<file path="src/rtl/mips_debug_unit_pkg.sv">
// Shared constants and types for the host-side debug unit that drives the mips core.
package mips_debug_unit_pkg;

    localparam logic [7:0] CMD_LOAD = 8'h4C;
    localparam logic [7:0] CMD_RUN  = 8'h52;
    localparam logic [7:0] CMD_STEP = 8'h53;
    localparam logic [7:0] CMD_DUMP = 8'h44;

    localparam logic [7:0] RSP_OK   = 8'h4B;
    localparam logic [7:0] RSP_HALT = 8'h48;
    localparam logic [7:0] RSP_STEP = 8'h2E;
    localparam logic [7:0] RSP_ERR  = 8'h3F;

    localparam int TX_MAX_BYTES = 12;

    typedef logic [TX_MAX_BYTES*8-1:0] tx_buf_t;
    typedef logic [3:0]                tx_len_t;

    typedef enum logic [2:0] {
        ST_IDLE,
        ST_LOAD_CNT,
        ST_LOAD_BYTE,
        ST_LOAD_WRITE,
        ST_RUN,
        ST_STEP,
        ST_SEND
    } dbg_state_t;

    // Single-byte responses sit in the most significant byte, which is sent first.
    function automatic tx_buf_t single_byte(input logic [7:0] b);
        return {b, {(TX_MAX_BYTES*8-8){1'b0}}};
    endfunction

endpackage

</file>
<file path="src/rtl/mips_debug_unit_if.sv">
// Host byte streams plus instruction-memory and core-control signals of the debug unit.
interface mips_debug_unit_if #(
    parameter int DATA_WIDTH      = 32,
    parameter int IMEM_ADDR_WIDTH = 8
);
    logic [7:0]                 rx_data;
    logic                       rx_valid;
    logic                       rx_ready;
    logic [7:0]                 tx_data;
    logic                       tx_valid;
    logic                       tx_ready;
    logic                       imem_we;
    logic [IMEM_ADDR_WIDTH-1:0] imem_addr;
    logic [DATA_WIDTH-1:0]      imem_wdata;
    logic                       cpu_reset;
    logic                       cpu_enable;
    logic                       cpu_halt;
    logic [DATA_WIDTH-1:0]      cpu_pc;
    logic [DATA_WIDTH-1:0]      cpu_result;

    modport slave (
        input  rx_data, rx_valid, tx_ready, cpu_halt, cpu_pc, cpu_result,
        output rx_ready, tx_data, tx_valid, imem_we, imem_addr, imem_wdata,
               cpu_reset, cpu_enable
    );

    modport master (
        output rx_data, rx_valid, tx_ready, cpu_halt, cpu_pc, cpu_result,
        input  rx_ready, tx_data, tx_valid, imem_we, imem_addr, imem_wdata,
               cpu_reset, cpu_enable
    );
endinterface

</file>
<file path="src/rtl/debug_tx_serializer.sv">
// Emits up to 12 preloaded bytes, most significant first, over a valid/ready stream.
module debug_tx_serializer
    import mips_debug_unit_pkg::*;
(
    input  logic       clk,
    input  logic       reset,
    input  logic       i_load,
    input  tx_len_t    i_len,
    input  tx_buf_t    i_bytes,
    output logic [7:0] o_tx_data,
    output logic       o_tx_valid,
    input  logic       i_tx_ready,
    output logic       o_done
);
    tx_buf_t    r_buf;
    tx_len_t    r_left;
    logic [7:0] r_tx_data;
    logic       r_tx_valid;
    logic       w_fire;

    assign w_fire     = r_tx_valid & i_tx_ready;
    assign o_done     = w_fire && (r_left == 4'd1);
    assign o_tx_data  = r_tx_data;
    assign o_tx_valid = r_tx_valid;

    always_ff @(posedge clk) begin
        if (reset) begin
            r_buf      <= '0;
            r_left     <= '0;
            r_tx_data  <= 8'h00;
            r_tx_valid <= 1'b0;
        end else if (i_load) begin
            r_tx_data  <= i_bytes[TX_MAX_BYTES*8-1 -: 8];
            r_buf      <= i_bytes << 8;
            r_left     <= i_len;
            r_tx_valid <= 1'b1;
        end else if (w_fire) begin
            // Data stays on the last byte after the final transfer; only valid drops.
            if (r_left == 4'd1) begin
                r_tx_valid <= 1'b0;
            end else begin
                r_tx_data <= r_buf[TX_MAX_BYTES*8-1 -: 8];
            end
            r_buf  <= r_buf << 8;
            r_left <= r_left - 4'd1;
        end
    end
endmodule

</file>
<file path="src/rtl/mips_debug_unit.sv">
// Host command FSM: loads instruction memory, holds/runs/steps the core and dumps its state.
module mips_debug_unit
    import mips_debug_unit_pkg::*;
#(
    parameter int DATA_WIDTH      = 32,
    parameter int IMEM_ADDR_WIDTH = 8
) (
    input  logic              clk,
    input  logic              reset,
    mips_debug_unit_if.slave  dbg
);
    dbg_state_t                 r_state;
    logic [7:0]                 r_words_left;
    logic [1:0]                 r_byte_idx;
    logic [23:0]                r_word;
    logic                       r_imem_we;
    logic [IMEM_ADDR_WIDTH-1:0] r_imem_addr;
    logic [DATA_WIDTH-1:0]      r_imem_wdata;
    logic                       r_cpu_reset;
    logic                       r_cpu_enable;
    logic [31:0]                r_cycle_cnt;

    logic    w_rx_ready;
    logic    w_rx_fire;
    logic    w_tx_load;
    logic    w_tx_done;
    tx_len_t w_tx_len;
    tx_buf_t w_tx_bytes;

    assign w_rx_ready = (r_state == ST_IDLE) || (r_state == ST_LOAD_CNT) ||
                        (r_state == ST_LOAD_BYTE);
    assign w_rx_fire  = w_rx_ready & dbg.rx_valid;

    assign dbg.rx_ready   = w_rx_ready;
    assign dbg.imem_we    = r_imem_we;
    assign dbg.imem_addr  = r_imem_addr;
    assign dbg.imem_wdata = r_imem_wdata;
    assign dbg.cpu_reset  = r_cpu_reset;
    assign dbg.cpu_enable = r_cpu_enable;

    // Every response is decided here so the serializer loads on the same edge the FSM enters SEND.
    always_comb begin
        w_tx_load  = 1'b0;
        w_tx_len   = 4'd1;
        w_tx_bytes = single_byte(RSP_ERR);
        case (r_state)
            ST_IDLE: begin
                if (w_rx_fire) begin
                    case (dbg.rx_data)
                        CMD_LOAD: w_tx_load = 1'b0;
                        CMD_RUN, CMD_STEP: begin
                            w_tx_load  = dbg.cpu_halt;
                            w_tx_bytes = single_byte(RSP_HALT);
                        end
                        CMD_DUMP: begin
                            w_tx_load  = 1'b1;
                            w_tx_len   = 4'd12;
                            w_tx_bytes = {32'(dbg.cpu_pc), 32'(dbg.cpu_result), r_cycle_cnt};
                        end
                        default: w_tx_load = 1'b1;
                    endcase
                end
            end
            ST_LOAD_CNT: begin
                w_tx_load  = w_rx_fire && (dbg.rx_data == 8'd0);
                w_tx_bytes = single_byte(RSP_OK);
            end
            ST_LOAD_WRITE: begin
                w_tx_load  = (r_words_left == 8'd1);
                w_tx_bytes = single_byte(RSP_OK);
            end
            ST_RUN: begin
                w_tx_load  = dbg.cpu_halt;
                w_tx_bytes = single_byte(RSP_HALT);
            end
            ST_STEP: begin
                w_tx_load  = 1'b1;
                w_tx_bytes = single_byte(RSP_STEP);
            end
            default: w_tx_load = 1'b0;
        endcase
    end

    always_ff @(posedge clk) begin
        if (reset) begin
            r_state      <= ST_IDLE;
            r_words_left <= 8'd0;
            r_byte_idx   <= 2'd0;
            r_word       <= 24'd0;
            r_imem_we    <= 1'b0;
            r_imem_addr  <= '0;
            r_imem_wdata <= '0;
            r_cpu_reset  <= 1'b1;
            r_cpu_enable <= 1'b0;
            r_cycle_cnt  <= 32'd0;
        end else begin
            if (r_cpu_enable) begin
                r_cycle_cnt <= r_cycle_cnt + 32'd1;
            end
            case (r_state)
                ST_IDLE: begin
                    if (w_rx_fire) begin
                        case (dbg.rx_data)
                            CMD_LOAD: begin
                                r_cpu_reset <= 1'b1;
                                r_cycle_cnt <= 32'd0;
                                r_state     <= ST_LOAD_CNT;
                            end
                            CMD_RUN, CMD_STEP: begin
                                r_cpu_reset <= 1'b0;
                                if (!dbg.cpu_halt) begin
                                    r_cpu_enable <= 1'b1;
                                    r_state <= (dbg.rx_data == CMD_RUN) ? ST_RUN : ST_STEP;
                                end
                            end
                            default: r_state <= ST_IDLE;
                        endcase
                    end
                end
                ST_LOAD_CNT: begin
                    if (w_rx_fire && (dbg.rx_data != 8'd0)) begin
                        r_words_left <= dbg.rx_data;
                        r_byte_idx   <= 2'd0;
                        r_imem_addr  <= '0;
                        r_state      <= ST_LOAD_BYTE;
                    end
                end
                ST_LOAD_BYTE: begin
                    if (w_rx_fire) begin
                        r_word     <= {r_word[15:0], dbg.rx_data};
                        r_byte_idx <= r_byte_idx + 2'd1;
                        if (r_byte_idx == 2'd3) begin
                            r_imem_we    <= 1'b1;
                            r_imem_wdata <= DATA_WIDTH'({r_word, dbg.rx_data});
                            r_state      <= ST_LOAD_WRITE;
                        end
                    end
                end
                ST_LOAD_WRITE: begin
                    r_imem_we    <= 1'b0;
                    r_imem_addr  <= r_imem_addr + 1'b1;
                    r_words_left <= r_words_left - 8'd1;
                    r_state      <= ST_LOAD_BYTE;
                end
                ST_RUN: begin
                    if (dbg.cpu_halt) begin
                        r_cpu_enable <= 1'b0;
                    end
                end
                ST_STEP: r_cpu_enable <= 1'b0;
                ST_SEND: begin
                    if (w_tx_done) begin
                        r_state <= ST_IDLE;
                    end
                end
                default: r_state <= ST_IDLE;
            endcase
            if (w_tx_load) begin
                r_state <= ST_SEND;
            end
        end
    end

    debug_tx_serializer u_tx (
        .clk        (clk),
        .reset      (reset),
        .i_load     (w_tx_load),
        .i_len      (w_tx_len),
        .i_bytes    (w_tx_bytes),
        .o_tx_data  (dbg.tx_data),
        .o_tx_valid (dbg.tx_valid),
        .i_tx_ready (dbg.tx_ready),
        .o_done     (w_tx_done)
    );
endmodule
</file>
<file path="src/flat_wrapper.sv">
// flat-port wrapper written by rule: the top's interface ports become plain ports
module mips_debug_unit_flat import mips_debug_unit_pkg::*;
#(
    parameter int DATA_WIDTH      = 32,
    parameter int IMEM_ADDR_WIDTH = 8
)
  (clk, reset, dbg_rx_data, dbg_rx_valid, dbg_tx_ready, dbg_cpu_halt, dbg_cpu_pc, dbg_cpu_result, dbg_rx_ready, dbg_tx_data, dbg_tx_valid, dbg_imem_we, dbg_imem_addr, dbg_imem_wdata, dbg_cpu_reset, dbg_cpu_enable);
  mips_debug_unit_if #(.DATA_WIDTH(DATA_WIDTH), .IMEM_ADDR_WIDTH(IMEM_ADDR_WIDTH)) dbg_i ();
  input  logic clk;
  input  logic reset;
  input wire logic [$bits(dbg_i.rx_data)-1:0] dbg_rx_data;
  input wire logic [$bits(dbg_i.rx_valid)-1:0] dbg_rx_valid;
  input wire logic [$bits(dbg_i.tx_ready)-1:0] dbg_tx_ready;
  input wire logic [$bits(dbg_i.cpu_halt)-1:0] dbg_cpu_halt;
  input wire logic [$bits(dbg_i.cpu_pc)-1:0] dbg_cpu_pc;
  input wire logic [$bits(dbg_i.cpu_result)-1:0] dbg_cpu_result;
  output wire logic [$bits(dbg_i.rx_ready)-1:0] dbg_rx_ready;
  output wire logic [$bits(dbg_i.tx_data)-1:0] dbg_tx_data;
  output wire logic [$bits(dbg_i.tx_valid)-1:0] dbg_tx_valid;
  output wire logic [$bits(dbg_i.imem_we)-1:0] dbg_imem_we;
  output wire logic [$bits(dbg_i.imem_addr)-1:0] dbg_imem_addr;
  output wire logic [$bits(dbg_i.imem_wdata)-1:0] dbg_imem_wdata;
  output wire logic [$bits(dbg_i.cpu_reset)-1:0] dbg_cpu_reset;
  output wire logic [$bits(dbg_i.cpu_enable)-1:0] dbg_cpu_enable;
  assign dbg_i.rx_data = dbg_rx_data;
  assign dbg_i.rx_valid = dbg_rx_valid;
  assign dbg_i.tx_ready = dbg_tx_ready;
  assign dbg_i.cpu_halt = dbg_cpu_halt;
  assign dbg_i.cpu_pc = dbg_cpu_pc;
  assign dbg_i.cpu_result = dbg_cpu_result;
  assign dbg_rx_ready = dbg_i.rx_ready;
  assign dbg_tx_data = dbg_i.tx_data;
  assign dbg_tx_valid = dbg_i.tx_valid;
  assign dbg_imem_we = dbg_i.imem_we;
  assign dbg_imem_addr = dbg_i.imem_addr;
  assign dbg_imem_wdata = dbg_i.imem_wdata;
  assign dbg_cpu_reset = dbg_i.cpu_reset;
  assign dbg_cpu_enable = dbg_i.cpu_enable;
  mips_debug_unit #(.DATA_WIDTH(DATA_WIDTH), .IMEM_ADDR_WIDTH(IMEM_ADDR_WIDTH)) u_core (.clk(clk), .reset(reset), .dbg(dbg_i));
endmodule
</file>
<file path="config.mk">
export PLATFORM = sky130hd
export DESIGN_NAME = mips_debug_unit_flat
export DESIGN_NICKNAME = d
export VERILOG_FILES = /design/src/rtl/mips_debug_unit_pkg.sv /design/src/rtl/mips_debug_unit_if.sv /design/src/rtl/debug_tx_serializer.sv /design/src/rtl/mips_debug_unit.sv /design/src/flat_wrapper.sv
export SDC_FILE = /design/constraint.sdc
export NUM_CORES = 1
export LEC_CHECK = 0
export CELL_PAD_IN_SITES_DETAIL_PLACEMENT = 1
export CELL_PAD_IN_SITES_GLOBAL_PLACEMENT = 1
export CORE_MARGIN = 1.5
export CORE_UTILIZATION = 38
export CTS_BUF_LIST = sky130_fd_sc_hd__clkbuf_4
export DETAILED_ROUTE_END_ITERATION = 6
export PLACE_DENSITY = 0.78
export RECOVER_POWER = 25
export SLEW_MARGIN = 0
export SYNTH_ARGS = -nofsm -noshare
export SYNTH_HDL_FRONTEND = slang
export SYNTH_HIERARCHICAL = 1
export SYNTH_SLANG_ARGS = --single-unit
export TNS_END_PERCENT = 1
</file>
<file path="constraint.sdc">
create_clock -name clk -period 2.9 [get_ports clk]
set_input_delay 0.725 -clock clk [delete_from_list [all_inputs] [get_ports clk]]
set_output_delay 0.725 -clock clk [all_outputs]
set_load 0.05 [all_outputs]
</file>
==> out/summary.md <==
The run finished with clean final reports. The fraction of the yosys area taken by sequential cells is 43.2%. On the critical path the largest part of the delay comes from buffers and inverters. The first detailed-routing pass ran for 4 iterations. In the final layout, the share of cells above drive strength 1 is 12.0%. Entering global routing, the biggest net connects 100 pins.

The initialized floorplan defines 58 standard-cell rows. The first global-routing pass estimated 47500 µm of wire. The y dimension of the die works out to 164 µm. The analysis attributes to cell leakage a power of 4.59 nW.

The die is 164 µm wide. Once detail routing completed, the nets flagged for antenna violations numbered 0. Clock tree root buffer cell: sky130_fd_sc_hd__clkbuf_4. For this design, the slowest cell found on the critical path is sky130_fd_sc_hd__clkdlybuf4s50_1. OpenSTA, run right after detailed placement, puts the worst setup slack at -0.335 ns.

The number of library cell types mapped by synthesis is 57. In this run, the clock network consumes 35.9% of the power. The register bit total from synthesis is 213. The top-level port count is 130, and the switching portion of total power is 30.9%.

The worst setup path is of the flip-flop to output pin kind. Combinational cells account for 19.9% of the total power. The final layout contains routed wiring with a total length of 29000 µm.

Worst min-delay path category: primary input to flip-flop. The tools report the full die area as 0.0269 mm². Input and output buffers added on the ports amount to 129.

The total number of clock tree sinks is 213. TritonCTS built the clock tree. Derived from the worst setup path, the maximum achievable clock frequency is 362 MHz. The core region area is 0.0253 mm², and the growth of design area from synthesis to finish is 25.5%.

The worst setup path is launched from a flip-flop. Number of buffer and inverter stages on the critical path: 1. The biggest cell delay along the critical path was 0.91 ns; the power density over the cells was 612 mW/mm². At the end of routability-driven placement, the weighted congestion stood at 0.770. Setup repair after global routing left no endpoint under its margin. The tools report the number of DRC markers after the initial detailed-route iteration as 614. For the via count of the first global-routing pass, the log shows 9584. The tools report the critical path endpoint category as an output pin. The logs give 6 for the warning count from the yosys run and 0 for the final setup violation count. The post-synthesis instance area was 0.00986 mm²; the placed cell count was 1690.

For the final routed database, the setup TNS stands at 0 ns. After the last flow step, the layout net total stands at 1505. Overall routing resource usage: 21.5%. Count of hold buffers inserted by post-cts repair: 0. At the pin with the least slew margin, the transition time is 1.15 ns.

Across the routed clock network, the largest skew measured is 0.0731 ns. The total number of H-tree levels came out at 2. For this design the total switching power over the nets is 2.34 mW. The arrival time of the worst setup path is 2.04 ns, and the total nets after synthesis is 1369. The HPWL after detailed placement is 19100 µm.

The tools report the post-layout instance count excluding filler cells as 1797. Clock-pin slew was measured on the worst setup and hold paths at 0.07 ns. The most used flip-flop cell after synthesis was sky130_fd_sc_hd__dfxtp_1.

The initial antenna violation count was 1; the number of enable-type register cells in the synthesized netlist was 0. Summing over every cut layer, the via total after detailed routing is 9569. The clock insertion delay at the later pin of the skew report was 0.70 ns. After layout, the worst path uses 95.3% of the clock period. The share of synthesized registers carrying an async set or reset is 0%, and the average size of a mapped cell is 7.67 µm². After layout, the minimum clock period comes to 2.76 ns. The final hold violation count is 0.

For this configuration, the core starts out at a cell density of 38.9%. The maximum vdd drop was 269 µV; the normalized max-slew margin was 23.1%. TritonCTS created 59 clock buffers. The detail-routed via count per cell is 5.32, and the total congestion overflow after global routing is 0. The run gives 5.24 mW as the internal power component. Required time of the critical path: 2.17 ns. Max-cap violations in this run came to 0. The signal on the critical path passes through clkdlybuf4s50_1.

The maximum buffer depth of the clock tree was 3. Across all setup checks in the final design, the least slack found is 0.136 ns. The gate count after technology mapping is 1285. After detailed routing, the number of remaining DRC violations is 0.

The sequential group share of total power is 44.2%, and the final count of pins violating max slew is 0. In this run the worst path has a maximum fanout of 8. The wire length per cell after detailed routing works out to 16.1 µm.
cell families after synthesis:
| kind of cell | after synthesis | share of synthesized area (%) |
|---|---|---|
| and+or+nand+nor | 659 | 30.5 |
| AOI/OAI and AO/OA | 232 | 16.2 |
| DFF | 213 | 43.2 |
| buffers and inverters | 135 | 5.66 |
| xor gates and xnor gates | 33 | 2.93 |
| adders and majority gates | 7 | 0.888 |
| muxes | 5 | 0.533 |
| other | 1 | 0.0380 |
stage by stage:
stage	total power, mW	util [%]	hold WS [ns]	instance area [µm²]
6_report	7.58	48.9	0.446	12400
5_1_grt	8.03	48.9	0.420	12400
4_1_cts	7.70	49.1	0.377	12400
3_5_place_dp	4.93	46.1	0.447	11700
3_3_place_gp	4.86	46.1	0.441	11700
2_1_floorplan	4.36	-	0.432	9860
placed cells by master, fill, tap and decap left out, types with 3 or more instances in the layout:
| cell type | instances |
|---|---|
| sky130_fd_sc_hd__xnor2_1 | 26 |
| sky130_fd_sc_hd__a221oi_1 | 9 |
| sky130_fd_sc_hd__nor4_1 | 6 |
| sky130_fd_sc_hd__clkinv_1 | 12 |
| sky130_fd_sc_hd__ha_1 | 7 |
| sky130_fd_sc_hd__dfxtp_1 | 213 |
| sky130_fd_sc_hd__o211ai_1 | 4 |
| sky130_fd_sc_hd__or3_1 | 6 |
| sky130_fd_sc_hd__or4_1 | 3 |
| sky130_fd_sc_hd__nand4_1 | 8 |
| sky130_fd_sc_hd__a21oi_1 | 90 |
| sky130_fd_sc_hd__o21ai_0 | 19 |
| sky130_fd_sc_hd__mux2i_1 | 3 |
| sky130_fd_sc_hd__clkbuf_1 | 4 |
| sky130_fd_sc_hd__xor2_1 | 7 |
| sky130_fd_sc_hd__clkbuf_4 | 94 |
| sky130_fd_sc_hd__a211oi_1 | 3 |
| sky130_fd_sc_hd__buf_4 | 43 |
| sky130_fd_sc_hd__nor4_2 | 6 |
| sky130_fd_sc_hd__nand3b_1 | 3 |
| sky130_fd_sc_hd__and3_1 | 89 |
| sky130_fd_sc_hd__clkdlybuf4s50_1 | 126 |
| sky130_fd_sc_hd__nor2_2 | 4 |
| sky130_fd_sc_hd__nand3_1 | 34 |
| sky130_fd_sc_hd__a31oi_1 | 11 |
| sky130_fd_sc_hd__a311oi_1 | 82 |
| sky130_fd_sc_hd__buf_12 | 9 |
| sky130_fd_sc_hd__and2_1 | 6 |
| sky130_fd_sc_hd__nand2_1 | 303 |
| sky130_fd_sc_hd__inv_1 | 21 |
| sky130_fd_sc_hd__nand2b_1 | 8 |
| sky130_fd_sc_hd__nor3_1 | 10 |
| sky130_fd_sc_hd__nor2_1 | 155 |
final timing paths:
| path | start | end | slack [ns] | cells past startpoint |
|---|---|---|---|---|
| setup / recovery | u_core/dbg.cpu_enable | dbg_cpu_enable | 0.14 | 1 |
| hold / removal | reset | u_core/r_state[1] | 0.45 | 2 |
| setup reg to reg | u_core/r_state[0] | u_core/u_tx/r_buf[33] | 0.26 | 10 |
| hold reg to reg | u_core/r_word[22] | u_core/dbg.imem_wdata[30] | 0.45 | 2 |
cells in the mapped netlist, types with 4 or more instances:
library cell	n	area, µm²
sky130_fd_sc_hd__a221oi_1	9	78.8
sky130_fd_sc_hd__clkbuf_1	76	285
sky130_fd_sc_hd__nor2_1	155	582
sky130_fd_sc_hd__ha_1	7	87.6
sky130_fd_sc_hd__and3_1	89	557
sky130_fd_sc_hd__xor2_1	7	61.3
sky130_fd_sc_hd__a21oi_1	90	450
sky130_fd_sc_hd__nor3_1	10	50.1
sky130_fd_sc_hd__or3_1	6	37.5
sky130_fd_sc_hd__nand4_1	8	50.1
sky130_fd_sc_hd__buf_2	26	130
sky130_fd_sc_hd__a31oi_1	11	68.8
sky130_fd_sc_hd__nand2_1	304	1140
sky130_fd_sc_hd__nor4_1	6	37.5
sky130_fd_sc_hd__and2_1	7	43.8
sky130_fd_sc_hd__nand2b_1	8	50.1
sky130_fd_sc_hd__o21ai_0	19	95.1
sky130_fd_sc_hd__dfxtp_1	213	4260
sky130_fd_sc_hd__xnor2_1	26	228
sky130_fd_sc_hd__a311oi_1	82	718
sky130_fd_sc_hd__nor2_2	4	25.0
sky130_fd_sc_hd__o211ai_1	4	30.0
sky130_fd_sc_hd__inv_1	21	78.8
sky130_fd_sc_hd__buf_1	6	22.5
sky130_fd_sc_hd__nand3_1	34	170
sky130_fd_sc_hd__nor4_2	6	75.1
layer usage:
layer  vias to the layer above  part of all wire [%]  global-route usage, %  routed length (µm)
met3                        42                   3.6                   3.76                1040
met4                         0                   1.7                   6.07                 489
met5                         -                     0                      0                   0
li1                       4739                     -                      -                   -
met1                      4632                    48                   28.6               13800
met2                       156                    47                   35.5               13700
cell type report:
cell class                      instances  area [µm²]
Timing Repair Buffer                  187        1820
Multi-Input combinational cell        937        5040
Inverter                               23        88.8
Sequential cell                       213        4260
Antenna cell                            1        2.50
Clock inverter                         13        53.8
Fill cell                            3140       12900
Tap cell                              330         413
Clock buffer                           93         698
sequential cells by signal (all words and copies together), names as in the netlist:
register / count
u_core/dbg.cpu_reset: 1
u_core/dbg.imem_addr: 8
u_core/dbg.cpu_enable: 1
u_core/u_tx/r_left: 4
u_core/u_tx/o_tx_valid: 1
u_core/r_word: 24
u_core/r_words_left: 8
u_core/dbg.imem_wdata: 32
u_core/r_state: 3
u_core/dbg.imem_we: 1
u_core/r_byte_idx: 2
u_core/u_tx/o_tx_data: 8
u_core/r_cycle_cnt: 32
u_core/u_tx/r_buf: 88
timing repair:
action,4_1_cts,5_1_grt
buffers inserted,0,0
gates resized for setup,1,0
setup endpoints to repair,1,0
endpoints found under the hold margin,0,0
power groups by stage:
stage / Clock, mW / Sequential (mW) / Combinational (mW)
2_1_floorplan: 0 / 3.45 / 0.913
3_3_place_gp: 0 / 3.41 / 1.46
3_5_place_dp: 0 / 3.41 / 1.52
4_1_cts: 2.82 / 3.35 / 1.52
5_1_grt: 2.99 / 3.38 / 1.66
6_report: 2.72 / 3.35 / 1.51
Power figures use the tool's default switching activity.
